[config.mk]
export PLATFORM = sky130hd
export DESIGN_NAME = dac_update_scheduler
export DESIGN_NICKNAME = d
export VERILOG_FILES = /design/src/rtl/dac_update_scheduler.sv
export SDC_FILE = /design/constraint.sdc
export NUM_CORES = 1
export LEC_CHECK = 0
export BUFFER_PORTS_ARGS = -buffer_cell sky130_fd_sc_hd__buf_2
export CAP_MARGIN = 10
export CELL_PAD_IN_SITES_DETAIL_PLACEMENT = 2
export CELL_PAD_IN_SITES_GLOBAL_PLACEMENT = 2
export CORE_MARGIN = 2
export CORE_UTILIZATION = 30
export CTS_CLUSTER_SIZE = 8
export DETAILED_ROUTE_END_ITERATION = 8
export GPL_TIMING_DRIVEN = 0
export PLACE_DENSITY_LB_ADDON = 0.1
export SLEW_MARGIN = 20
export SYNTH_ARGS = -nofsm -noshare
export SYNTH_HDL_FRONTEND = slang
export SYNTH_HIERARCHICAL = 1
export SYNTH_SLANG_ARGS = --single-unit
[constraint.sdc]
create_clock -name clk -period 2.4 [get_ports clk]
set_input_delay 0.24 -clock clk [delete_from_list [all_inputs] [get_ports clk]]
set_output_delay 0.24 -clock clk [all_outputs]
set_load 0.1 [all_outputs]
[src/rtl/dac_update_scheduler.sv]
// Round-robin scheduler that shares one I2C DAC write engine among NUM_CH channels,
// with per-channel last-write-wins mailboxes, retry on failed writes and optional refresh.

module dac_ch_mailbox #(
    parameter int DW = 12
) (
    input  logic          clk,
    input  logic          rst,
    input  logic          req_valid,
    input  logic [DW-1:0] req_value,
    input  logic          clr,
    input  logic          refresh_load,
    input  logic          commit,
    input  logic [DW-1:0] commit_value,
    output logic [DW-1:0] shadow,
    output logic          pending,
    output logic [DW-1:0] committed
);
    // A user strobe beats both the scheduler clear and a refresh reload.
    always_ff @(posedge clk or posedge rst) begin
        if (rst) begin
            shadow  <= '0;
            pending <= 1'b0;
        end else if (req_valid) begin
            shadow  <= req_value;
            pending <= 1'b1;
        end else if (clr) begin
            pending <= 1'b0;
        end else if (refresh_load && !pending) begin
            shadow  <= committed;
            pending <= 1'b1;
        end
    end

    always_ff @(posedge clk or posedge rst) begin
        if (rst)         committed <= '0;
        else if (commit) committed <= commit_value;
    end
endmodule

module dac_update_scheduler #(
    parameter int NUM_CH         = 2,
    parameter int CH_W           = 1,
    parameter int DW             = 12,
    parameter int MAX_RETRY      = 2,
    parameter int TIMEOUT_CYCLES = 65535,
    parameter int REFRESH_CYCLES = 0
) (
    input  logic                 clk,
    input  logic                 rst,
    input  logic [NUM_CH-1:0]    req_valid,
    input  logic [NUM_CH*DW-1:0] req_value,
    input  logic                 refresh_en,
    input  logic                 err_clr,
    output logic                 wr_valid,
    input  logic                 wr_ready,
    output logic [CH_W-1:0]      wr_ch,
    output logic [DW-1:0]        wr_value,
    input  logic                 wr_done,
    input  logic                 wr_err,
    output logic [NUM_CH-1:0]    pending,
    output logic [NUM_CH*DW-1:0] committed_value,
    output logic                 busy,
    output logic                 err_sticky,
    output logic [CH_W-1:0]      err_ch
);
    localparam int TW  = $clog2(TIMEOUT_CYCLES) + 1;
    localparam int RTW = (MAX_RETRY > 0) ? $clog2(MAX_RETRY + 1) : 1;
    localparam int RC  = (REFRESH_CYCLES > 0) ? REFRESH_CYCLES : 1;
    localparam int RW  = $clog2(RC) + 1;

    typedef enum logic [1:0] {IDLE, ISSUE, WAIT} state_t;

    state_t                    state, state_n;
    logic [CH_W-1:0]           sel, sel_n, rr, rr_n, pick;
    logic [DW-1:0]             snap, snap_n;
    logic [RTW-1:0]            retry, retry_n;
    logic [TW-1:0]             timer, timer_n;
    logic [RW-1:0]             rcnt;
    logic                      found, err_set, refresh_wrap;
    logic [NUM_CH-1:0]         clr_vec, commit_vec;
    logic [NUM_CH-1:0][DW-1:0] shadow, committed;

    genvar gi;
    generate
        for (gi = 0; gi < NUM_CH; gi++) begin : g_ch
            dac_ch_mailbox #(.DW(DW)) u_mbox (
                .clk          (clk),
                .rst          (rst),
                .req_valid    (req_valid[gi]),
                .req_value    (req_value[gi*DW +: DW]),
                .clr          (clr_vec[gi]),
                .refresh_load (refresh_wrap),
                .commit       (commit_vec[gi]),
                .commit_value (snap),
                .shadow       (shadow[gi]),
                .pending      (pending[gi]),
                .committed    (committed[gi])
            );
        end
    endgenerate

    assign committed_value = committed;
    assign busy            = (state != IDLE) || (|pending);

    // Scan starts one past the last served channel, so ch rr is considered last.
    always_comb begin
        found = 1'b0;
        pick  = rr;
        for (int k = 1; k <= NUM_CH; k++) begin
            if (!found && pending[(int'(rr) + k) % NUM_CH]) begin
                found = 1'b1;
                pick  = CH_W'((int'(rr) + k) % NUM_CH);
            end
        end
    end

    always_comb begin
        state_n    = state;
        sel_n      = sel;
        rr_n       = rr;
        snap_n     = snap;
        retry_n    = retry;
        timer_n    = timer;
        clr_vec    = '0;
        commit_vec = '0;
        err_set    = 1'b0;
        case (state)
            IDLE: begin
                if (found) begin
                    sel_n         = pick;
                    rr_n          = pick;
                    snap_n        = shadow[pick];
                    retry_n       = '0;
                    clr_vec[pick] = 1'b1;
                    state_n       = ISSUE;
                end
            end
            ISSUE: begin
                if (wr_ready) begin
                    timer_n = '0;
                    state_n = WAIT;
                end
            end
            WAIT: begin
                timer_n = timer + 1'b1;
                if (wr_done && !wr_err) begin
                    commit_vec[sel] = 1'b1;
                    state_n         = IDLE;
                end else if ((wr_done && wr_err) || (timer == TW'(TIMEOUT_CYCLES - 1))) begin
                    if (retry < RTW'(MAX_RETRY)) begin
                        retry_n = retry + 1'b1;
                        state_n = ISSUE;
                    end else begin
                        err_set = 1'b1;
                        state_n = IDLE;
                    end
                end
            end
            default: state_n = IDLE;
        endcase
    end

    always_ff @(posedge clk or posedge rst) begin
        if (rst) begin
            state    <= IDLE;
            sel      <= '0;
            rr       <= CH_W'(NUM_CH - 1);
            snap     <= '0;
            retry    <= '0;
            timer    <= '0;
            wr_valid <= 1'b0;
            wr_ch    <= '0;
            wr_value <= '0;
        end else begin
            state    <= state_n;
            sel      <= sel_n;
            rr       <= rr_n;
            snap     <= snap_n;
            retry    <= retry_n;
            timer    <= timer_n;
            wr_valid <= (state_n == ISSUE);
            wr_ch    <= sel_n;
            wr_value <= snap_n;
        end
    end

    // A new abandon in the same cycle as err_clr keeps the flag set.
    always_ff @(posedge clk or posedge rst) begin
        if (rst) begin
            err_sticky <= 1'b0;
            err_ch     <= '0;
        end else if (err_set) begin
            err_sticky <= 1'b1;
            err_ch     <= sel;
        end else if (err_clr) begin
            err_sticky <= 1'b0;
        end
    end

    assign refresh_wrap = (REFRESH_CYCLES > 0) && refresh_en && (rcnt == RW'(RC - 1));

    always_ff @(posedge clk or posedge rst) begin
        if (rst)                                   rcnt <= '0;
        else if (!refresh_en || REFRESH_CYCLES == 0) rcnt <= '0;
        else if (refresh_wrap)                     rcnt <= '0;
        else                                       rcnt <= rcnt + 1'b1;
    end
endmodule

Word-level counts from Yosys, hierarchy flattened --
Index checks and enable logic that the tools add are counted.
Cells by class: bitwise gates (word level) 2, add/sub/neg operators 4, mux-type cells 43, $mul 0, reduce and logical (&&, ||, !) cells 20, equal/unequal tests 9, order comparisons 7, divide/modulo/power cells 0, shift-type cells 0
Operators with widths (count):
- 17-bit one-hot mux with 2 select lines | 1
- 12-bit 2-to-1 mux | 2
- 2-bit 2-to-1 mux | 12
- 1-bit 2-to-1 mux | 23
- 17-bit by 1-bit adder with 17-bit output, second input constant | 1
- 17-bit by 16-bit equality test with 1-bit output, second input constant | 1
- 17-bit 2-to-1 mux | 1
- 2-bit nonzero test | 6
- 2-bit != test, second input constant | 5
- 2-bit by 3-bit < comparator with 1-bit output, second input constant | 2
- 2-bit one-hot mux with 3 select lines | 1
- 1-bit logical AND | 5
- 5-bit AND reduction | 1
- 2-bit by 1-bit equality test with 1-bit output, second input constant | 2
- 1-bit by 2-bit < comparator with 1-bit output, second input constant | 2
- 2-bit one-hot mux with 2 select lines | 1
- 2-bit AND reduction | 2
- 1-bit adder, second input constant | 2
- 2-bit by 1-bit adder with 2-bit output, second input constant | 1
- 1-bit AND, first input constant | 2
- 1-bit demux with 1-bit select | 2
- 2-bit equality test, second input constant | 1
- 1-bit >= comparator, second input constant | 2
- 1-bit logical NOT | 2
- 4 further kinds | 5
Word-level totals: register bits 88, memory bits (read-only) 0, latch bits 0, memories kept 0, logic and storage cells 100, RAM bits 0

Depth between registers and ports, before layout --
Gate-level depths: netlist of run 1.
word-level depth 17, gate-level depth with buffers 8, mapped depth without buffers 6

Cells and area by module --
Netlist of run 1, hierarchy kept.
Modules (own cells, without submodules):
- dac_ch_mailbox | area an instance 1121.1 µm², sequential area each 625.6 µm², times used 2, cells each 69
- dac_update_scheduler | area an instance 2013.2 µm², sequential area each 952.2 µm², times used 1, cells each 217

Worst setup path before layout of run 1 --
No wires, ideal clock.
path kind reg-to-reg, start register state[0], end register g_ch[1].u_mbox.committed[0], stages on the path, launching flop included 7, setup time 0.126 ns, data arrival time 1.956 ns, buffers on the path 2, period minus slack after synthesis 2.082 ns, setup slack 0.318 ns, path through dfrtp_1 and2b_4 clkbuf_1 nand2_1 nor3b_1 buf_2 mux2_2
Between the ends: cells in the longest elaborated chain, start to end 2
RTL lines:
- from (decl) | RTL line 74 | state_t state, state_n;
- from (signal assigned) | RTL line 176 | state <= state_n;
- 2-bit equality test | RTL line 128 | case (state)
- 2-bit 2-to-1 mux | RTL line 128
- named net commit_vec[1] | RTL line 81 | logic [NUM_CH-1:0] clr_vec, commit_vec;
- to (signal assigned) | RTL line 37 | else if (commit) committed <= commit_value;
- to (decl) | RTL line 17 | output logic [DW-1:0] committed
The timed path passes the listed nets, and every way through them passes these cells. A chain may end at the register's enable or synchronous reset.

Worst setup path after layout of run 1 --
start register state[0], end register g_ch[1].u_mbox.committed[3]
The elaborated chain is that of the path after synthesis.

==> results of run 1 <==
## layout make-up
| class | instances | area [sq um] | area share, % |
|---|---|---|---|
| clock buffer | 9 | 225 | 4.34 |
| timing repair buffer | 76 | 400 | 7.71 |
| multi-input combinational | 234 | 1890 | 36.4 |
| clock inverter | 7 | 76.3 | 1.47 |
| inverter | 15 | 56.3 | 1.08 |
| tap | 180 | 225 | 4.34 |
| sequential | 88 | 2200 | 42.4 |
| buffer | 18 | 114 | 2.19 |
## cell usage after synthesis (2+ instances only)
| master | number |
|---|---|
| sky130_fd_sc_hd__and2_1 | 3 |
| sky130_fd_sc_hd__buf_2 | 4 |
| sky130_fd_sc_hd__ha_1 | 2 |
| sky130_fd_sc_hd__or2b_1 | 2 |
| sky130_fd_sc_hd__o21ai_0 | 37 |
| sky130_fd_sc_hd__and3_2 | 3 |
| sky130_fd_sc_hd__o22ai_1 | 2 |
| sky130_fd_sc_hd__inv_1 | 15 |
| sky130_fd_sc_hd__a21oi_1 | 6 |
| sky130_fd_sc_hd__a31oi_2 | 2 |
| sky130_fd_sc_hd__dfrtp_1 | 87 |
| sky130_fd_sc_hd__clkbuf_1 | 8 |
| sky130_fd_sc_hd__mux2i_1 | 13 |
| sky130_fd_sc_hd__mux2_2 | 52 |
| sky130_fd_sc_hd__nor2_1 | 8 |
| sky130_fd_sc_hd__o31ai_1 | 3 |
| sky130_fd_sc_hd__a41oi_1 | 2 |
| sky130_fd_sc_hd__mux2_4 | 20 |
| sky130_fd_sc_hd__o41ai_1 | 3 |
| sky130_fd_sc_hd__nor3_1 | 4 |
| sky130_fd_sc_hd__or3_1 | 3 |
| sky130_fd_sc_hd__nand3_1 | 5 |
| sky130_fd_sc_hd__a31oi_1 | 6 |
| sky130_fd_sc_hd__nand2_1 | 28 |
| sky130_fd_sc_hd__buf_6 | 4 |
| sky130_fd_sc_hd__buf_4 | 3 |
| sky130_fd_sc_hd__nand4_1 | 6 |
| sky130_fd_sc_hd__nor2b_1 | 2 |
| sky130_fd_sc_hd__a21o_1 | 3 |
## through the flow
step | total power [uW] | setup slack [ns]
floorplan | 5110 | 0.318
global placement | 5840 | -0.467
detailed placement | 5920 | -0.452
CTS | 7430 | 0.128
global route | 7720 | 0.0131
finish | 7310 | 0.175
## registers in the layout, indices dropped and copies added (netlist names), 2 cells and up
register and cells:
timer 17, snap 12, g_ch.u_mbox/committed 24, g_ch.u_mbox/shadow 24
g_ch.u_mbox/pending 2, retry 2, state 2
## per-layer routing
metal,up-vias,global-route usage [%],wire length (um)
met5,-,0,0
met4,0,4.26,132
met3,7,4.61,414
met2,54,30.8,6270
met1,1604,21.8,5460
li1,1452,-,-
## timing repair
| action | CTS | global route |
|---|---|---|
| setup endpoints to repair | 24 | 0 |
| hold endpoints to repair | 23 | 0 |
| hold buffers | 1 | 0 |
| resized for setup | 2 | 0 |
## power by group
| group | switching (uW) | leakage [uW] | internal [uW] |
|---|---|---|---|
| combinational | 2690 | 0.00120 | 856 |
| sequential | 377 | 0.00115 | 1930 |
| clock | 641 | 0.000143 | 817 |
## worst max-delay path by stage
stage,from,to,slack [ns],depth (start not counted)
global route,state[0],g_ch[1].u_mbox/committed[0],0.01,5
CTS,state[0],g_ch[1].u_mbox/committed[1],0.13,5
detailed placement,state[0],g_ch[1].u_mbox/committed[1],-0.45,6
global placement,state[0],g_ch[1].u_mbox/committed[5],-0.47,6
floorplan,state[0],g_ch[1].u_mbox/committed[0],0.32,6
finish,state[0],g_ch[1].u_mbox/committed[3],0.18,5
## cell families (layout without fill, tap and decap cells)
kind of cell    count (synthesis)  count (layout)  share of synthesized area, %
compound gates                 71              71                          10.3
fa+ha+maj                       2               2                         0.588
buf+inv                        34             125                          4.09
flops                          88              88                          51.8
mux                            85              85                          23.9
other cells                     1               2                        0.0881
simple gates                   74              74                          9.32
## worst reg2reg max path, stage by stage, from the launching register on
cell,delay (ns)
sky130_fd_sc_hd__dfrtp_1,0.45
sky130_fd_sc_hd__and2b_4,0.40
sky130_fd_sc_hd__nand2_1,0.13
sky130_fd_sc_hd__nor3b_2,0.36
sky130_fd_sc_hd__buf_2,0.40
sky130_fd_sc_hd__mux2_2,0.38
==> metrics.txt, run 1 <==
# TYPE chip_impl_metric gauge
chip_impl_metric{name="post-route-util",unit="%"} 37.4
chip_impl_metric{name="overflow",unit=""} 0
chip_impl_metric{name="io-pin-count",unit=""} 76
chip_impl_info{name="tritoncts_clock_tree",value="done"} 1
chip_impl_metric{name="pwr_density_cell",unit="nW/um^2"} 1410
chip_impl_info{name="unrepaired_setup_endpoints_after_global_routing",value="false"} 1
chip_impl_metric{name="areaGrowthSynthToFinish",unit="%"} 22.0
chip_impl_info{name="netlist.top_cell.by_area",value="sky130_fd_sc_hd__dfrtp_1"} 1
chip_impl_metric{name="postSynthRegisterBits",unit=""} 88
chip_impl_metric{name="worst-r2r-setup-slack",unit="ns"} 0.18
chip_impl_metric{name="cts_buffers",unit=""} 9
chip_impl_info{name="cp_top_family",value="simple AND/OR/NAND/NOR gates"} 1
chip_impl_metric{name="dr_iter_0_viols",unit=""} 119
chip_impl_metric{name="cts_buffer_depth",unit=""} 2
chip_impl_metric{name="crit_path_max_incr_delay",unit="ns"} 0.45
chip_impl_metric{name="row_count",unit=""} 43
chip_impl_metric{name="finish.net_count",unit=""} 477
chip_impl_metric{name="antenna_found_initial",unit=""} 0
chip_impl_metric{name="placed_cell_area",unit="sq um"} 4870
chip_impl_metric{name="vdd_drop_max",unit="mV"} 0.777
chip_impl_info{name="hold_path_end",value="err_sticky"} 1
chip_impl_metric{name="critical_path_required",unit="ns"} 2.64
chip_impl_metric{name="hold_ws",unit="ns"} 0.0780
chip_impl_metric{name="grt_pass1_vias",unit=""} 3521
chip_impl_metric{name="remaining_drc_errors",unit=""} 0
chip_impl_info{name="status",value="complete, no violations"} 1
chip_impl_metric{name="stdcell_area",unit="sq um"} 5190
chip_impl_metric{name="grt_pass1_wl",unit="um"} 19600
chip_impl_metric{name="report.final.setup_viol",unit=""} 0
chip_impl_info{name="hold_class",value="primary input to flop"} 1
chip_impl_metric{name="num_vias",unit=""} 3117
chip_impl_info{name="cp-end-kind",value="flop"} 1
chip_impl_metric{name="h_tree_levels",unit=""} 3
chip_impl_metric{name="max_cap_violations",unit=""} 0
chip_impl_metric{name="initial_core_util",unit="%"} 30.7
chip_impl_info{name="rr_startpoint",value="state[0]"} 1
chip_impl_info{name="netlist_top_cells_area",value="sky130_fd_sc_hd__dfrtp_1 51%, sky130_fd_sc_hd__mux2_2 14%, sky130_fd_sc_hd__mux2_4 7.1%"} 1
chip_impl_metric{name="worst_slew_pin_slew",unit="ns"} 0.726
chip_impl_metric{name="insertedDiodeCount",unit=""} 0
chip_impl_metric{name="hpwlAfterDp",unit="um"} 8560
chip_impl_metric{name="post_synth_top_area_share",unit="%"} 51.2
chip_impl_metric{name="synthCells",unit=""} 355
chip_impl_metric{name="fillCellCount",unit=""} 1475
chip_impl_metric{name="numPlacedInstances",unit=""} 611
chip_impl_info{name="synth_top_flop_cell",value="sky130_fd_sc_hd__dfrtp_1"} 1
chip_impl_metric{name="synth_sequential_area_ratio",unit="%"} 51.8
chip_impl_metric{name="avgViaCountPerCell",unit=""} 4.97
chip_impl_metric{name="syn-mean-instance-area",unit="sq um"} 12.0
chip_impl_info{name="clk_root_buffer_cell",value="sky130_fd_sc_hd__clkbuf_16"} 1
chip_impl_metric{name="worst-endpoint-arrival",unit="ns"} 2.46
chip_impl_metric{name="routed_wire_length",unit="um"} 12300
chip_impl_metric{name="hold_violations",unit=""} 0
chip_impl_metric{name="async_flop_share",unit="%"} 100
chip_impl_metric{name="final_layout_size_suffix_gt1_share",unit="%"} 42.3
chip_impl_metric{name="instances_no_fill",unit=""} 627
chip_impl_info{name="hold_path_startpoint",value="err_clr"} 1
chip_impl_metric{name="routedWlPerCell",unit="um"} 19.6
chip_impl_metric{name="largest_net_degree_at_the_start_of_global_routing",unit=""} 26
chip_impl_metric{name="ys_types",unit=""} 48
chip_impl_metric{name="floorplan.die_area",unit="sq um"} 15200
chip_impl_info{name="worst_path_max_delay_cell",value="sky130_fd_sc_hd__dfrtp_1"} 1
chip_impl_info{name="most_common_cell_after_layout_fill_and_taps_aside",value="sky130_fd_sc_hd__dfrtp_1"} 1
chip_impl_metric{name="place.port_buffers",unit=""} 74
chip_impl_metric{name="timing.setup.tns",unit="ns"} 0
chip_impl_info{name="path_class",value="flop to flop"} 1
chip_impl_metric{name="die-height",unit="um"} 123
chip_impl_metric{name="finalClockSkew",unit="ns"} 0.00660
chip_impl_metric{name="pins_over_their_slew_limit",unit=""} 0
chip_impl_metric{name="drt-pass1-iter-count",unit=""} 4
chip_impl_metric{name="max-slew-margin-rel",unit="%"} 51.3
chip_impl_info{name="cells_along_the_critical_path",value="and2b_4, nand2_1, nor3b_2, buf_2, mux2_2"} 1
chip_impl_info{name="r2r-end",value="g_ch[1].u_mbox/committed[3]"} 1
chip_impl_metric{name="critical_path_peak_fanout",unit=""} 14
chip_impl_metric{name="cts.reportedPaths.clkPinSlew",unit="ns"} 0.07
chip_impl_metric{name="synth_enable_flop_cells",unit=""} 0
chip_impl_metric{name="highest_clock_rate",unit="GHz"} 0.449
chip_impl_metric{name="die_width",unit="um"} 123
chip_impl_metric{name="track_usage",unit="%"} 17.7
chip_impl_metric{name="yosys_warnings",unit=""} 6
chip_impl_metric{name="synthesis.area",unit="sq um"} 4260
chip_impl_metric{name="fin_crit_sh",unit="%"} 92.7
chip_impl_metric{name="timing.hold.worst_path_depth",unit=""} 2
chip_impl_metric{name="clock-sinks",unit=""} 88
chip_impl_metric{name="number_of_buffer_and_inverter_stages_on_the_critical_path",unit=""} 1
chip_impl_metric{name="design.core.area",unit="sq um"} 13900
chip_impl_metric{name="leakage",unit="uW"} 0.00249
chip_impl_info{name="setup.worst_path.start_class",value="flop"} 1
chip_impl_metric{name="place_congestion",unit=""} 0.732
chip_impl_metric{name="period_minus_ws_final",unit="ns"} 2.22
chip_impl_metric{name="worst_r2r_path_depth",unit=""} 5
chip_impl_info{name="most-common-layout-cells",value="87 x sky130_fd_sc_hd__dfrtp_1, 78 x sky130_fd_sc_hd__buf_2, 52 x sky130_fd_sc_hd__mux2_2"} 1
chip_impl_metric{name="post-cts-setup-buffer-count",unit=""} 0
chip_impl_metric{name="clock_insertion_delay_worst_skew",unit="ns"} 0.35
chip_impl_metric{name="ant_nets",unit=""} 0
(Power assumes the default switching activity.)
==> run 2, diff against run 1 <==
--- a/config.mk
+++ b/config.mk
@@ -12,3 +12,3 @@
 export CORE_MARGIN = 2
-export CORE_UTILIZATION = 30
+export CORE_UTILIZATION = 37
 export CTS_CLUSTER_SIZE = 8
==> constraint.sdc (replaced) <==
create_clock -name clk -period 2.4 [get_ports clk]
set_input_delay 0.48 -clock clk [delete_from_list [all_inputs] [get_ports clk]]
set_output_delay 0.48 -clock clk [all_outputs]
set_load 0.1 [all_outputs]
==> run 2 against run 1 <==
  * Flip-flop and latch count did not move
  * Count of clock-buffer cells in the layout rose by 2
  * Non-clock buffer count fell by 1
  * Register-to-register slack improved by 0.02 ns
  * Critical endpoint is now g_ch[1].u_mbox/committed[1]
  * Core utilization rose by 8.2 points
  * Hold slack improved by 0.0033 ns
  * Sequential power barely moved
  * Design area fell by 0.53%
  * Highest routed layer unchanged
  * Final cell count fell by 6.2%
  * Global-route usage rose by 2.8 points
  * Wire length fell by 3.0%
  * Critical path type unchanged
==> metrics.txt, run 2 (same netlist as run 1, synthesis figures left out) <==
# TYPE chip_impl_metric gauge
chip_impl_info{name="status",value="complete, no violations"} 1
chip_impl_metric{name="hold_violations",unit=""} 0
chip_impl_metric{name="remaining_drc_errors",unit=""} 0
chip_impl_metric{name="place.port_buffers",unit=""} 74
chip_impl_metric{name="numPlacedInstances",unit=""} 574
chip_impl_metric{name="max-slew-margin-rel",unit="%"} 33.8
chip_impl_metric{name="finalClockSkew",unit="ns"} 0.00699
chip_impl_metric{name="floorplan.die_area",unit="sq um"} 12400
chip_impl_metric{name="avgViaCountPerCell",unit=""} 5.33
chip_impl_metric{name="hpwlAfterDp",unit="um"} 8510
chip_impl_metric{name="grt_pass1_vias",unit=""} 3550
chip_impl_metric{name="antenna_found_initial",unit=""} 0
chip_impl_metric{name="cts_buffer_depth",unit=""} 2
chip_impl_info{name="path_class",value="flop to flop"} 1
chip_impl_metric{name="clock_insertion_delay_worst_skew",unit="ns"} 0.35
chip_impl_metric{name="routed_wire_length",unit="um"} 11900
chip_impl_metric{name="total_power",unit="uW"} 7420
chip_impl_metric{name="crit_path_max_incr_delay",unit="ns"} 0.46
chip_impl_metric{name="pins_over_their_slew_limit",unit=""} 0
chip_impl_info{name="hold_class",value="primary input to asynchronous set/reset pin"} 1
chip_impl_metric{name="h_tree_levels",unit=""} 3
chip_impl_metric{name="post-place-ws",unit="ns"} -0.324
chip_impl_metric{name="io-pin-count",unit=""} 76
chip_impl_metric{name="highest_clock_rate",unit="GHz"} 0.453
chip_impl_metric{name="critical_path_required",unit="ns"} 2.63
chip_impl_info{name="unrepaired_setup_endpoints_after_global_routing",value="false"} 1
chip_impl_metric{name="grt_pass1_wl",unit="um"} 19600
chip_impl_metric{name="initial_core_util",unit="%"} 37.6
chip_impl_info{name="clk_root_buffer_cell",value="sky130_fd_sc_hd__clkbuf_16"} 1
chip_impl_info{name="cp_top_family",value="simple AND/OR/NAND/NOR gates"} 1
chip_impl_metric{name="insertedDiodeCount",unit=""} 0
chip_impl_metric{name="cts_buffers",unit=""} 9
chip_impl_info{name="tritoncts_clock_tree",value="done"} 1
chip_impl_metric{name="dr_iter_0_viols",unit=""} 52
chip_impl_info{name="most-common-layout-cells",value="87 x sky130_fd_sc_hd__dfrtp_1, 78 x sky130_fd_sc_hd__buf_2, 52 x sky130_fd_sc_hd__mux2_2"} 1
chip_impl_metric{name="report.final.setup_viol",unit=""} 0
chip_impl_metric{name="period_minus_ws_final",unit="ns"} 2.21
chip_impl_metric{name="row_count",unit=""} 39
chip_impl_metric{name="worst_slew_pin_slew",unit="ns"} 0.987
chip_impl_metric{name="design.core.area",unit="sq um"} 11300
chip_impl_info{name="setup.worst_path.start_class",value="flop"} 1
chip_impl_metric{name="stdcell_area",unit="sq um"} 5160
chip_impl_metric{name="final_layout_size_suffix_gt1_share",unit="%"} 42.0
chip_impl_metric{name="pwr_density_cell",unit="nW/um^2"} 1440
chip_impl_metric{name="track_usage",unit="%"} 20.4
chip_impl_metric{name="die_width",unit="um"} 111
chip_impl_metric{name="die-height",unit="um"} 111
chip_impl_metric{name="worst-endpoint-arrival",unit="ns"} 2.44
chip_impl_metric{name="clock-sinks",unit=""} 88
chip_impl_info{name="worst_path_max_delay_cell",value="sky130_fd_sc_hd__dfrtp_1"} 1
chip_impl_metric{name="placed_cell_area",unit="sq um"} 4830
chip_impl_metric{name="largest_net_degree_at_the_start_of_global_routing",unit=""} 31
chip_impl_info{name="cells_along_the_critical_path",value="and2b_4, nand2_1, nor3b_2, buf_2, mux2_2"} 1
chip_impl_metric{name="vdd_drop_max",unit="mV"} 0.906
chip_impl_metric{name="ant_nets",unit=""} 0
chip_impl_metric{name="fin_crit_sh",unit="%"} 92.0
chip_impl_metric{name="leakage",unit="uW"} 0.00250
chip_impl_metric{name="overflow",unit=""} 0
chip_impl_metric{name="post-route-util",unit="%"} 45.6
chip_impl_metric{name="setup_slack",unit="ns"} 0.193
chip_impl_info{name="rr_startpoint",value="state[0]"} 1
chip_impl_metric{name="fillCellCount",unit=""} 1195
chip_impl_metric{name="routedWlPerCell",unit="um"} 20.2
chip_impl_metric{name="finish.net_count",unit=""} 476
chip_impl_metric{name="areaGrowthSynthToFinish",unit="%"} 21.4
chip_impl_metric{name="num_vias",unit=""} 3136
chip_impl_info{name="most_common_cell_after_layout_fill_and_taps_aside",value="sky130_fd_sc_hd__dfrtp_1"} 1
chip_impl_info{name="layout_top_registers",value="g_ch.u_mbox/committed: 24 flops, g_ch.u_mbox/shadow: 24 flops, timer: 17 flops"} 1
chip_impl_metric{name="cts.reportedPaths.clkPinSlew",unit="ns"} 0.06
chip_impl_metric{name="number_of_buffer_and_inverter_stages_on_the_critical_path",unit=""} 1
chip_impl_metric{name="drt-pass1-iter-count",unit=""} 4
chip_impl_info{name="cp-startpoint",value="state[0]"} 1
chip_impl_metric{name="critical_path_peak_fanout",unit=""} 14
chip_impl_info{name="cp-end-kind",value="flop"} 1
chip_impl_metric{name="instances_no_fill",unit=""} 588
chip_impl_metric{name="max_cap_violations",unit=""} 0
chip_impl_metric{name="place_congestion",unit=""} 0.792
## run 2: cell count changes in the layout (fill, tap and decap cells not counted)
cell	previous run	this run
sky130_fd_sc_hd__dlygate4sd3_1	1	0
sky130_fd_sc_hd__clkinv_2	1	0
sky130_fd_sc_hd__clkinv_4	0	2
sky130_fd_sc_hd__bufinv_16	1	2
sky130_fd_sc_hd__clkinv_1	0	1
sky130_fd_sc_hd__clkinvlp_4	2	0
sky130_fd_sc_hd__inv_2	3	2
sky130_fd_sc_hd__clkbuf_8	0	2
sky130_fd_sc_hd__inv_6	3	0
## run 2: metrics by stage
stage / hold WS (ns) / TNS [ns]
after floorplan: 0.424 / 0
after global placement: 0.438 / -5.55
after detailed placement: 0.452 / -6.24
after CTS: 0.0741 / 0
after global routing: 0.0877 / 0
final: 0.0812 / 0
## run 2: cell type report
cell class              count  area, sq um  area share [%]
clock inverters             4         77.6            1.50
clock buffers              11          253            4.89
multi-input cells         234         1890            36.6
well taps                 143          179            3.46
inverters                  15         56.3            1.09
plain buffers              18          114            2.20
repair buffers             75          390            7.56
flip-flops and latches     88         2200            42.7
## run 2: timing repair
item	4_1_cts	5_1_grt
hold buffers	0	0
resized for setup	2	0
setup buffers	0	0
endpoints found under the setup margin	20	0
## run 2: path summary, 6_finish.rpt
check / cells past startpoint / slack (ns) / end
min: 2 / 0.08 / snap[9]
max reg2reg: 5 / 0.19 / g_ch[1].u_mbox/committed[1]
min reg2reg: 1 / 0.47 / timer[16]
max in group asynchronous: 2 / 1.68 / g_ch[1].u_mbox/shadow[6]
max: 5 / 0.19 / g_ch[1].u_mbox/committed[1]
min in group clk: 2 / 0.32 / err_sticky
## run 2: routing by layer
layer	up-vias	part of all wire, %	track usage (%)
met4	0	1.2	5.02
li1	1451	-	-
met1	1623	43	25.1
met2	50	52	35.4
met5	-	0	0
met3	12	4.1	6.07
## run 2: power breakdown
group | internal [uW] | total (uW) | switching (uW) | leakage [uW]
Combinational | 854 | 3540 | 2680 | 0.00119
Clock | 967 | 1560 | 596 | 0.000162
Sequential | 1930 | 2320 | 396 | 0.00115
Total | 3750 | 7420 | 3670 | 0.00250
